$ cat src/rtl/edid_byte_timer.sv
// Byte-gap watchdog: counts cycles since the last reload while run is high
// and flags expired once TIMEOUT_CYC cycles have elapsed.
module edid_byte_timer #(
    parameter int TIMEOUT_CYC = 4096
) (
    input  logic clk_4MHz,
    input  logic rst,
    input  logic reload,
    input  logic run,
    output logic expired
);

    localparam int CNT_W = $clog2(TIMEOUT_CYC + 1);

    logic [CNT_W-1:0] cnt_q;
    logic [CNT_W-1:0] cnt_d;

    assign expired = (cnt_q == CNT_W'(TIMEOUT_CYC));

    // Saturate at the limit so expired stays asserted until the next reload.
    always_comb begin
        cnt_d = cnt_q;
        if (reload) begin
            cnt_d = '0;
        end else if (run && !expired) begin
            cnt_d = cnt_q + CNT_W'(1);
        end
    end

    always_ff @(posedge clk_4MHz) begin
        if (rst) begin
            cnt_q <= '0;
        end else begin
            cnt_q <= cnt_d;
        end
    end

endmodule

$ cat config.mk
export PLATFORM = sky130hd
export DESIGN_NAME = edid_byte_timer
export DESIGN_NICKNAME = d
export VERILOG_FILES = /design/src/rtl/edid_byte_timer.sv
export SDC_FILE = /design/constraint.sdc
export NUM_CORES = 1
export LEC_CHECK = 0
export ABC_AREA = 1
export CORE_MARGIN = 2
export CORE_UTILIZATION = 30
export CTS_BUF_LIST = sky130_fd_sc_hd__clkbuf_8
export CTS_CLUSTER_SIZE = 40
export DETAILED_ROUTE_END_ITERATION = 6
export GPL_ROUTABILITY_DRIVEN = 0
export GPL_TIMING_DRIVEN = 0
export PLACE_DENSITY = 0.59
export SLEW_MARGIN = 20
export SYNTH_ARGS = -nofsm -noshare
export SYNTH_HDL_FRONTEND = slang
export SYNTH_SLANG_ARGS = --single-unit
$ cat constraint.sdc
create_clock -name clk_4MHz -period 1.5 [get_ports clk_4MHz]
set_clock_uncertainty 0.15 [all_clocks]
set_input_delay 0.225 -clock clk_4MHz [delete_from_list [all_inputs] [get_ports clk_4MHz]]
set_output_delay 0.225 -clock clk_4MHz [all_outputs]
set_load 0.03 [all_outputs]
Word-level counts from Yosys, hierarchy flattened
Index checks and enable logic that the tools add are counted.
{ "op_classes": {"n_eq_ne": 1, "div": 0, "shift": 0, "n_addsub": 1, "n_bitwise": 0, "muxes": 0, "n_reduce_logical": 3, "mul": 0, "n_lt_le_gt_ge": 0} }
{ "ops": {"columns": ["op", "n"], "rows": [
  ["adder 13 x 1 -> 13 bit (second input constant)", 1],
  ["equality test 13 bit (second input constant)", 1],
  ["OR reduction 2 bit", 1],
  ["logical AND 1 bit", 1],
  ["zero test 1 bit", 1]
]} }
{ "totals": {"rom_bits": 0, "latchBits": 0, "mem_count": 0, "ramBits": 0, "reg_bits": 13, "inputBits": 4} }

Depth between registers and ports, before layout
Gate-level depths: netlist of the first run.
{ "depth": {"word_depth": 3, "ltp_mapped": 9} }

Worst setup path before layout of the first run
No wires, ideal clock.
{ "synth_timing": {"path_type": "register to output", "startpoint": "register cnt_q[0]", "endpoint": "output expired", "path_buffers": 0, "slack_ns": 0.037, "path_stages_with_launch": 6, "arrival_time_ns": 1.088, "path_cell_list": "dfxtp_1 inv_1 ha_1 nand2_1 nor2_2 and3_1"} }
{ "synth_via": {"elab_chain_cells": 1} }
{ "synth_rtl": {"columns": ["item", "line", "source"], "rows": [
  ["from (decl)", "15", "logic [CNT_W-1:0] cnt_q;"],
  ["from (signal assigned)", "34", "cnt_q <= cnt_d;"],
  ["equality test 13 bit", "18", "assign expired = (cnt_q == CNT_W'(TIMEOUT_CYC));"],
  ["to (decl)", "10", "output logic expired"]
]} }
Every way passes these cells.

Worst setup path after layout of the first run
{ "layout_timing": {"startpoint": "register cnt_q[7]", "endpoint": "output expired"} }
The elaborated chain is that of the path after synthesis.

==> out/summary.md, run 1 <==
The synthesized design contains 13 register bits. From synthesis to final layout, the design area changed by 39.72%. The count of final hold-check violations came out at 0. The via count of the first global-routing pass was 849. STA classifies the critical path startpoint as a flip-flop. The fraction of power spent switching nets is 26.14%, and the number of flip-flops in the largest register is 13.

The violation count after the first detailed-routing iteration is 20, and the upper clock frequency limit is 623.7 MHz. The distinct cell type count after synthesis is 22. The total routed wirelength came out at 2.482 mm.

TritonCTS built the clock tree. The fraction of the yosys area taken by sequential cells is 28.69%. The endpoint of the most critical register-to-register path was cnt_q[3]$_SDFFE_PP0P_. For this run, the post-layout net count is 167.

Cell internal power was estimated by the tool at 0.0005681 W. The run gives 0.4189 mV as the worst voltage drop across the vdd grid. The net switching power is 0.0002011 W, and the sequential group share of total power is 45.0%. The delay of the slowest critical-path stage is 0.36 ns.

The reported max-cap violation count came out at 0. For the pin with the worst max-slew slack, the measured transition is 0.3477 ns. The total area inside the core boundary comes to 2805 um2.

The tools report the initial standard-cell utilization of the core as 32.34%. 0 antenna diodes ended up in the layout. Yosys printed 0 warnings. Cell type with the largest total area after synthesis: sky130_fd_sc_hd__dfxtp_1.

The tools report the endpoint with the worst hold slack as cnt_q[2]$_SDFFE_PP0P_. The tools report the hold-fix buffer count after cts as 0. For the I/O pin total, the log shows 5.

The library cell used most frequently in the layout, excluding fill and tap cells, is sky130_fd_sc_hd__nand2_1. The tools report the final count of negative-setup-slack endpoints as 1. In the layout the commonest cells are sky130_fd_sc_hd__nand2_1, sky130_fd_sc_hd__nor2_1, sky130_fd_sc_hd__buf_4, sky130_fd_sc_hd__inv_1, sky130_fd_sc_hd__dfxtp_2. Summing every instance area after synthesis gives 907.1 um2.

The most flop-heavy register was cnt_q. The hold-critical path depth was 3. The post-layout minimum cycle time works out to 1.603 ns. In this design, the largest share of critical-path delay is due to simple AND/OR/NAND/NOR gates.

The tools report the clock insertion delay at the later pin of the skew report as 0.25 ns. The final worst-path cycle share is 106.9%. The number of buffers and inverters on the critical path works out to 1. The checks that failed: setup timing.

The share of cells above drive strength 1 was 42.50%. Launch instance of the worst min-delay path: run. The largest registers in the layout are cnt_q (13). The run finished, with violations left. The power after layout was 0.0007692 W.

In the routed design, unresolved DRC markers number 0. The minimum setup slack in the final design was -0.1034 ns. The signal on the critical path passes through nor2_2, and2_4, and3_4, buf_6.

Global routing finished with a remaining overflow of 0. Power spread over the standard cell area amounts to 606.9 nW/um2. Entering global routing, the biggest net connects 9 pins.

The share of total power dissipated in combinational logic is 12.3%. The first global-routing pass estimated 3.891 mm of wire. The worst register-to-register path has a setup slack of 0.01 ns. In this run the critical register-to-register path is launched from cnt_q[0]$_SDFFE_PP0P_. The leakage power total is 0.5170 nW, and the per-cell via count in the routed design is 5.000. At the placement stage, the worst setup path has a slack of -0.5548 ns. Setup repair after global routing could not meet its margin everywhere. The initial antenna violation count was 0. In this run the worst path has a maximum fanout of 7. The logs give 1.12 ns for the worst endpoint required time and 76.80% for the worst-case headroom to the max-slew limit.

Number of max-slew violations in the final report: 0. From left edge to right edge, the die measures 58.99 um. The largest individual stage delay along the critical path comes from the cell sky130_fd_sc_hd__dfxtp_2. Level count of the clock H-tree: 1. For the number of CTS-inserted buffers, the log shows 3. The total nets after synthesis is 146, and the area of the die is 3480 um2.

The post-detailed-route wirelength per cell was 12.99 um; the remaining number of nets flagged by the antenna check after routing was 0. For the worst setup path, the data arrival time is 1.23 ns. The first TritonRoute pass finished after 4 iterations. The critical path in this run is classified as reg2out.

Ranked by total cell area, the synthesized netlist is headed by sky130_fd_sc_hd__dfxtp_1, sky130_fd_sc_hd__nand2_1, sky130_fd_sc_hd__nor2_1. No sink is reached through more buffers than the 2 on the longest clock path. The TritonCTS sink count is 13, and the share of the synthesized area in the top cell type is 28.69%. The worst hold path belongs to the class in2reg. The tools report the placed wire-length estimate after detailed placement as 1.392 mm. The total routing usage reported by global routing is 15.17%. STA classifies the critical path endpoint as an output pin. The y dimension of the die was 58.99 um. The tools report the number of cell rows as 19. After clock tree synthesis, the clock-pin slew on the worst setup and hold paths is 0.06 ns. The synthesized instance count is 140.

Of the total power, the clock network draws 42.6%. For the worst flop-to-flop path, the logic depth is 8. After synthesis, the mean cell area works out to 6.479 um2. Root buffer cell: sky130_fd_sc_hd__clkbuf_8. During placement, the flow inserted port buffers numbering 4. The number of vias after detailed routing is 955.
layer usage:
| metal | share of wire, % | routed length [um] | GRT usage [%] |
|---|---|---|---|
| met5 | 0 | 0 | 0 |
| met4 | 2.4 | 60 | 8.766 |
| met3 | 2.9 | 72 | 2.620 |
| met2 | 53 | 1310 | 25.71 |
| met1 | 42 | 1038 | 17.92 |
worst register-to-register path, delay by kind of cell (launching register included):
kind | cells | cell delay [ns]
compound gates | 2 | 0.36
simple gates | 3 | 0.22
fa+ha+maj | 1 | 0.16
buf+inv | 2 | 0.18
flops | 1 | 0.34
how the worst max path moves through the flow:
| stage | from | to | slack, ns | depth (start not counted) |
|---|---|---|---|---|
| floorplan | cnt_q[0]$_SDFFE_PP0P_ | expired | 0.04 | 5 |
| global placement | cnt_q[0]$_SDFFE_PP0P_ | expired | -0.55 | 6 |
| detailed placement | cnt_q[0]$_SDFFE_PP0P_ | expired | -0.55 | 6 |
| finish | cnt_q[7]$_SDFFE_PP0P_ | expired | -0.10 | 4 |
| CTS | cnt_q[1]$_SDFFE_PP0P_ | expired | -0.09 | 6 |
| global route | cnt_q[0]$_SDFFE_PP0P_ | expired | -0.14 | 6 |
synth_stat cells, drive strengths merged:
master and count:
xor2 4, nor2 31, nand3b 2, xnor2 1
ha 2, and2 1, buf 2, a21oi 9
o21ai 2, clkinv 1, inv 14, nand2 47
dfxtp 13, and3 1, nand4 3, nand3 7
power by group through the flow:
| stage | Sequential (W) | Clock [W] | Combinational (W) |
|---|---|---|---|
| 6_report | 0.000346 | 0.000328 | 0.0000948 |
| 3_5_place_dp | 0.000358 | 0 | 0.0000530 |
| 3_3_place_gp | 0.000358 | 0 | 0.0000517 |
| 4_1_cts | 0.000350 | 0.000325 | 0.0000740 |
| 5_1_grt | 0.000346 | 0.000343 | 0.000102 |
| 2_1_floorplan | 0.000357 | 0 | 0.0000330 |
cell families after synthesis:
logic type / share of synthesized area (%)
DFF: 28.69
AOI/OAI and AO/OA: 7.311
xor gates and xnor gates: 4.827
and+or+nand+nor: 47.59
buffers and inverters: 8.827
adders and majority gates: 2.758
what timing repair did:
| item | 4_1_cts | 5_1_grt |
|---|---|---|
| setup endpoints to repair | 12 | 14 |
| gates cloned | 2 | 0 |
| pin swaps | 9 | 17 |
| gates resized for setup | 24 | 30 |
| buffers inserted | 9 | 2 |
stage by stage:
stage | instance area, um2 | instances | util, % | hold WS (ns) | setup TNS (ns)
floorplan | 907.1 | 140 | - | 0.2405 | 0
global placement | 985.9 | 175 | 35.15 | 0.3531 | -1.965
detailed placement | 985.9 | 175 | 35.15 | 0.3594 | -2.293
CTS | 1154 | 190 | 41.12 | 0.3638 | -0.09301
global route | 1267 | 191 | 45.18 | 0.3382 | -0.9089
finish | 1267 | 191 | 45.18 | 0.2853 | -0.1034
final cells by class:
| class | instances | area (um2) |
|---|---|---|
| fillers | 287 | 1538 |
| multi-input cells | 111 | 691.9 |
| flip-flops and latches | 13 | 277.8 |
| repair buffers | 16 | 145.1 |
| inverters | 15 | 57.56 |
| clock buffers | 3 | 41.29 |
| well taps | 31 | 38.79 |
| plain buffers | 1 | 11.26 |
| clock inverters | 1 | 3.754 |
(Power assumes the default switching activity.)
==> run 2, diff against run 1 <==
--- a/config.mk
+++ b/config.mk
@@ -6,6 +6,7 @@
 export NUM_CORES = 1
 export LEC_CHECK = 0
 export ABC_AREA = 1
+export CAP_MARGIN = 20
 export CORE_MARGIN = 2
 export CORE_UTILIZATION = 30
 export CTS_BUF_LIST = sky130_fd_sc_hd__clkbuf_8
==> constraint.sdc (replaced) <==
create_clock -name clk_4MHz -period 1.5 [get_ports clk_4MHz]
set_clock_uncertainty 0.15 [all_clocks]
set_input_delay 0.225 -clock clk_4MHz [delete_from_list [all_inputs] [get_ports clk_4MHz]]
set_output_delay 0.225 -clock clk_4MHz [all_outputs]
set_load 0.02 [all_outputs]
==> results of run 2 <==
The final DEF is identical to that of run 1. Status: finished, violations left: setup timing.
Main changes from that run: setup slack after placement -0.5548 ns -> -0.4881 ns; number of gates resized after CTS 24 -> 23; setup slack after layout -0.1034 ns -> -0.08961 ns; setup TNS -0.1034 ns -> -0.08961 ns
==> RTL change 1 (flow settings as in run 1) <==
Put a register stage on the output `expired`, with the module's reset. The value now appears one clock later. Comments in the files are not updated.
--- a/src/rtl/edid_byte_timer.sv
+++ b/src/rtl/edid_byte_timer.sv
@@ -12,17 +12,19 @@
 
     localparam int CNT_W = $clog2(TIMEOUT_CYC + 1);
 
+    logic expired_d;
+
     logic [CNT_W-1:0] cnt_q;
     logic [CNT_W-1:0] cnt_d;
 
-    assign expired = (cnt_q == CNT_W'(TIMEOUT_CYC));
+    assign expired_d = (cnt_q == CNT_W'(TIMEOUT_CYC));
 
     // Saturate at the limit so expired stays asserted until the next reload.
     always_comb begin
         cnt_d = cnt_q;
         if (reload) begin
             cnt_d = '0;
-        end else if (run && !expired) begin
+        end else if (run && !expired_d) begin
             cnt_d = cnt_q + CNT_W'(1);
         end
     end
@@ -35,5 +37,13 @@
         end
     end
 
+    always_ff @(posedge clk_4MHz) begin
+        if (rst) begin
+            expired <= '0;
+        end else begin
+            expired <= expired_d;
+        end
+    end
+
 endmodule
 
Check against the original RTL: no difference found for any inputs over 10 cycles, from zero or initial values and one cycle with rst high; that may be too few to reach the edited logic, so the function may still have changed.
==> RTL change 1 against run 1 <==
The run still ends with negative setup slack left; sequential power is 9.2% higher; via count down 0.94%; synthesized area is 0.14% higher; fmax grew 3.8%; first-iteration DRC count increased by 45%; sequential share of layout area increased by 0.64 points; die area up 0.12%; cell area grew 2.0%; count of clock-buffer cells in the layout increased by 1; routed wire length fell by 3.6%; sequential cell count rose by 1; core utilization is 0.89 points higher; power increased by 9.9%; worst setup slack improved by 59 ps; critical path type is now reg2reg.
==> RTL change 1: results (changes against run 1) <==
met1Wirelength_mm: 1.03  # -1.3%
post-route-util_pct: 46.1  # +0.89 points
synth_nets: 147  # +0.68%
cp_slowest_cell: "dfxtp_1"
totalWireLength_mm: 2.39  # -3.6%
cts_resized: 8  # -67%
grt_pass1_wl_mm: 3.75  # -3.7%
worstReg2RegEnd: "cnt_q[1]"
yosys-top-cells-area: "dfxtp_1 31%, nand2_1 17%, nor2_1 12%"
track_usage_pct: 14.6  # -0.59 points
p_seq_mw: 0.378  # +9.2%
worst_slack_ps: -44.2  # +59.2 ps
netlist-cell-type-count: 20  # -9.1%
fin_hold_ws_ps: 288  # +2.71 ps
grt_pass1_vias: 843  # -0.71%
timing.rr.start: "cnt_q[7]"
reg_top3: "cnt_q (13), expired (1)"
netlist_instances: 141  # +0.71%
n_fill_cell: 286  # -0.35%
ys_top_cells_by_count: "42 x nand2_1, 28 x nor2_1, 14 x dfxtp_1, 12 x inv_1, 8 x a21oi_1"
violations: "negative setup slack"
wl_met3_um: 106  # +47%
grt_use_met3_pct: 4.37  # +1.7 points
p_leak_nw: 0.509  # -1.6%
worst_pin_slew_ps: 425  # +77.5 ps
final_cell_count_no_fill: 188  # -1.6%
via_per_inst: 5.03  # +0.64%
worstSetupEndpointType: "flop"
setup_viol: 10  # +9
worst_path_largest_cell_delay_ps: 470  # +110 ps
use_met2_pct: 23.8  # -1.9 points
arrival_ps: 1540  # +310 ps
status: "finished, violations left"
clock_power_share_pct: 44.8  # +2.2 points
synth_compound_area_share_pct: 6.47  # -0.84 points
drive_above_1_share_pct: 43.3  # +0.81 points
nNetsFinal: 164  # -1.8%
post_cts_buffers: 2  # -7
hpwlAfterDp_mm: 1.36  # -2.6%
p_total_mw: 0.845  # +9.9%
met1_usage_pct: 18.3  # +0.40 points
dpl_cell_area_um2: 987  # +0.13%
vdd_ir_drop_max_mv: 0.577  # +38%
synth_xor_area_share_pct: 4.82  # -0.0066 points
RTL change 1: changes by cell type after synthesis, sizes merged:
cell	delta
and3	-1
clkinv	-1
dfxtp	+1
inv	+1
nor2	+1
RTL change 1: layout make-up:
cell class,instances,area share [%]
tap,31,3.00
inverter,15,4.55
buffer,2,2.03
multi-input combinational,111,55.5
clock buffer,4,4.26
timing repair buffer,11,8.13
sequential,14,22.6
RTL change 1: cell families after synthesis:
group / after synthesis
simple gates: 92
buf+inv: 17
flops: 14
compound gates: 11
xor+xnor: 5
fa+ha+maj: 2
RTL change 1: per-stage QoR:
step | setup slack [ps] | setup TNS (ps)
final | -44.2 | -177
after global routing | -92.7 | -936
after CTS | -2.00 | -2.00
after detailed placement | -296 | -2650
after global placement | -269 | -2340
after floorplan | 51.9 | 0
RTL change 1: tightest hold or removal path: stages:
cell	delay, ps
dlymetal6s2s_1	230
nand3_1	150
a21oi_2	50
==> RTL change 2 (flow settings as in run 1) <==
Without the edit above. `TIMEOUT_CYC`: 4096 -> 2048.
--- a/src/rtl/edid_byte_timer.sv
+++ b/src/rtl/edid_byte_timer.sv
@@ -1,7 +1,7 @@
 // Byte-gap watchdog: counts cycles since the last reload while run is high
 // and flags expired once TIMEOUT_CYC cycles have elapsed.
 module edid_byte_timer #(
-    parameter int TIMEOUT_CYC = 4096
+    parameter int TIMEOUT_CYC = 2048
 ) (
     input  logic clk_4MHz,
     input  logic rst,
Formal check against the unedited RTL: same outputs for any inputs over 10 cycles, from zero or initial values; that may be too few to reach the edited logic, so the function may still have changed.
==> RTL change 2 against run 1 <==
The flow still finishes with violations (negative setup slack); cell area rose by 0.39%; synthesized area fell by 9.5%; sequential cell count fell by 1; power rose by 2.8%; cell count fell by 3.7%; fmax fell by 0.67%; core utilization rose by 4.8 points; worst setup slack got worse by 11 ps; routed wire length fell by 4.6%; highest routed layer unchanged.
==> RTL change 2: results (changes against run 1) <==
reg_top3: "cnt_q (12)"
nNetsFinal: 161  # -3.6%
dpl_cell_area_um2: 898  # -8.9%
status: "finished, violations left"
syn_avg_cell_area_um2: 6.27  # -3.3%
buffer_area_share_pct: 14.7  # +2.4 points
n_fill_cell: 240  # -16%
violations: "negative setup slack"
synth_fa_ha_area_share_pct: 3.05  # +0.29 points
p_comb_mw: 0.106  # +12%
place_ws_ps: -540  # +15.1 ps
p_per_area_mw_per_mm2: 621  # +2.3%
min_path_cells: 2  # -1
n_all_inverters: 11  # -4
crit_fanout: 2  # -5
grt_pass1_vias: 793  # -6.6%
netlist-cell-type-count: 20  # -9.1%
antenna_found_initial: 0  # unchanged
drive_above_1_share_pct: 47.4  # +4.9 points
slew_headroom_pct: 74.1  # -2.7 points
multi_input_area_um2: 686  # -0.90%
via_per_inst: 5.13  # +2.5%
clkCellAreaFrac_pct: 4.33  # +0.77 points
dp.cells: 165  # -5.7%
nMultiInputCombCells: 107  # -3.6%
drt_pass1_iterations: 5  # +1
synth_compound_area_share_pct: 9.30  # +2.0 points
synth-seq-cells: 12  # -1
track_usage_pct: 14.0  # -1.2 points
multi_input_area_share_pct: 53.9  # -0.71 points
synth_nets: 137  # -6.2%
clock_buffers: 4  # +1
yosysSeqAreaShare_pct: 29.3  # +0.58 points
min_from: "cnt_q[10]"
hold_end: "cnt_q[10]"
p_leak_nw: 0.470  # -9.2%
fin_hold_ws_ps: 337  # +52.1 ps
synth_xor_area_share_pct: 4.27  # -0.56 points
yosys-top-cells-area: "dfxtp_1 29%, nand2_1 21%, nor2_1 8.7%"
hold_path.class: "reg2reg"
hpwlAfterDp_mm: 1.31  # -6.0%
signal_buffers: 20  # +3
netSwitchingPower_mw: 0.192  # -4.3%
rr_worst_depth: 10  # +2
num_antenna_cells: 0  # unchanged
worst_slack_ps: -114  # -10.8 ps
worst_path_largest_cell_delay_ps: 320  # -40 ps
final_cell_count_no_fill: 184  # -3.7%
totalWireLength_mm: 2.37  # -4.6%
grt_pass1_wl_mm: 3.51  # -9.9%
grt_max_degree: 11  # +2
setup_viol: 1  # unchanged
drt_iter0_markers: 45  # +130%
## RTL change 2: repair_timing
| item | 4_1_cts | 5_1_grt |
|---|---|---|
| setup endpoints to repair | 13 | 13 |
| hold buffers | 0 | 0 |
| buffers inserted | 6 | 7 |
| pin swaps | 3 | 15 |
| endpoints found under the hold margin | 0 | 0 |
| gates cloned | 1 | 1 |
| gates resized for setup | 24 | 47 |
## RTL change 2: worst max-delay path by stage
stage | start | to | cells past startpoint
after global placement | cnt_q[0] | expired | 6
after detailed placement | cnt_q[0] | expired | 6
after floorplan | cnt_q[0] | cnt_q[9] | 9
final | cnt_q[0] | expired | 6
after global routing | cnt_q[0] | expired | 6
after CTS | cnt_q[0] | expired | 6
## RTL change 2: per-layer routing
metal  routed length (um)  global-route usage, %  vias to the layer above
met4                   78                   6.80                        0
met3                  120                   3.69                       10
li1                     -                      -                      461
met2                 1170                   22.5                       35
met5                    0                      0                        -
met1                  995                   17.2                      437
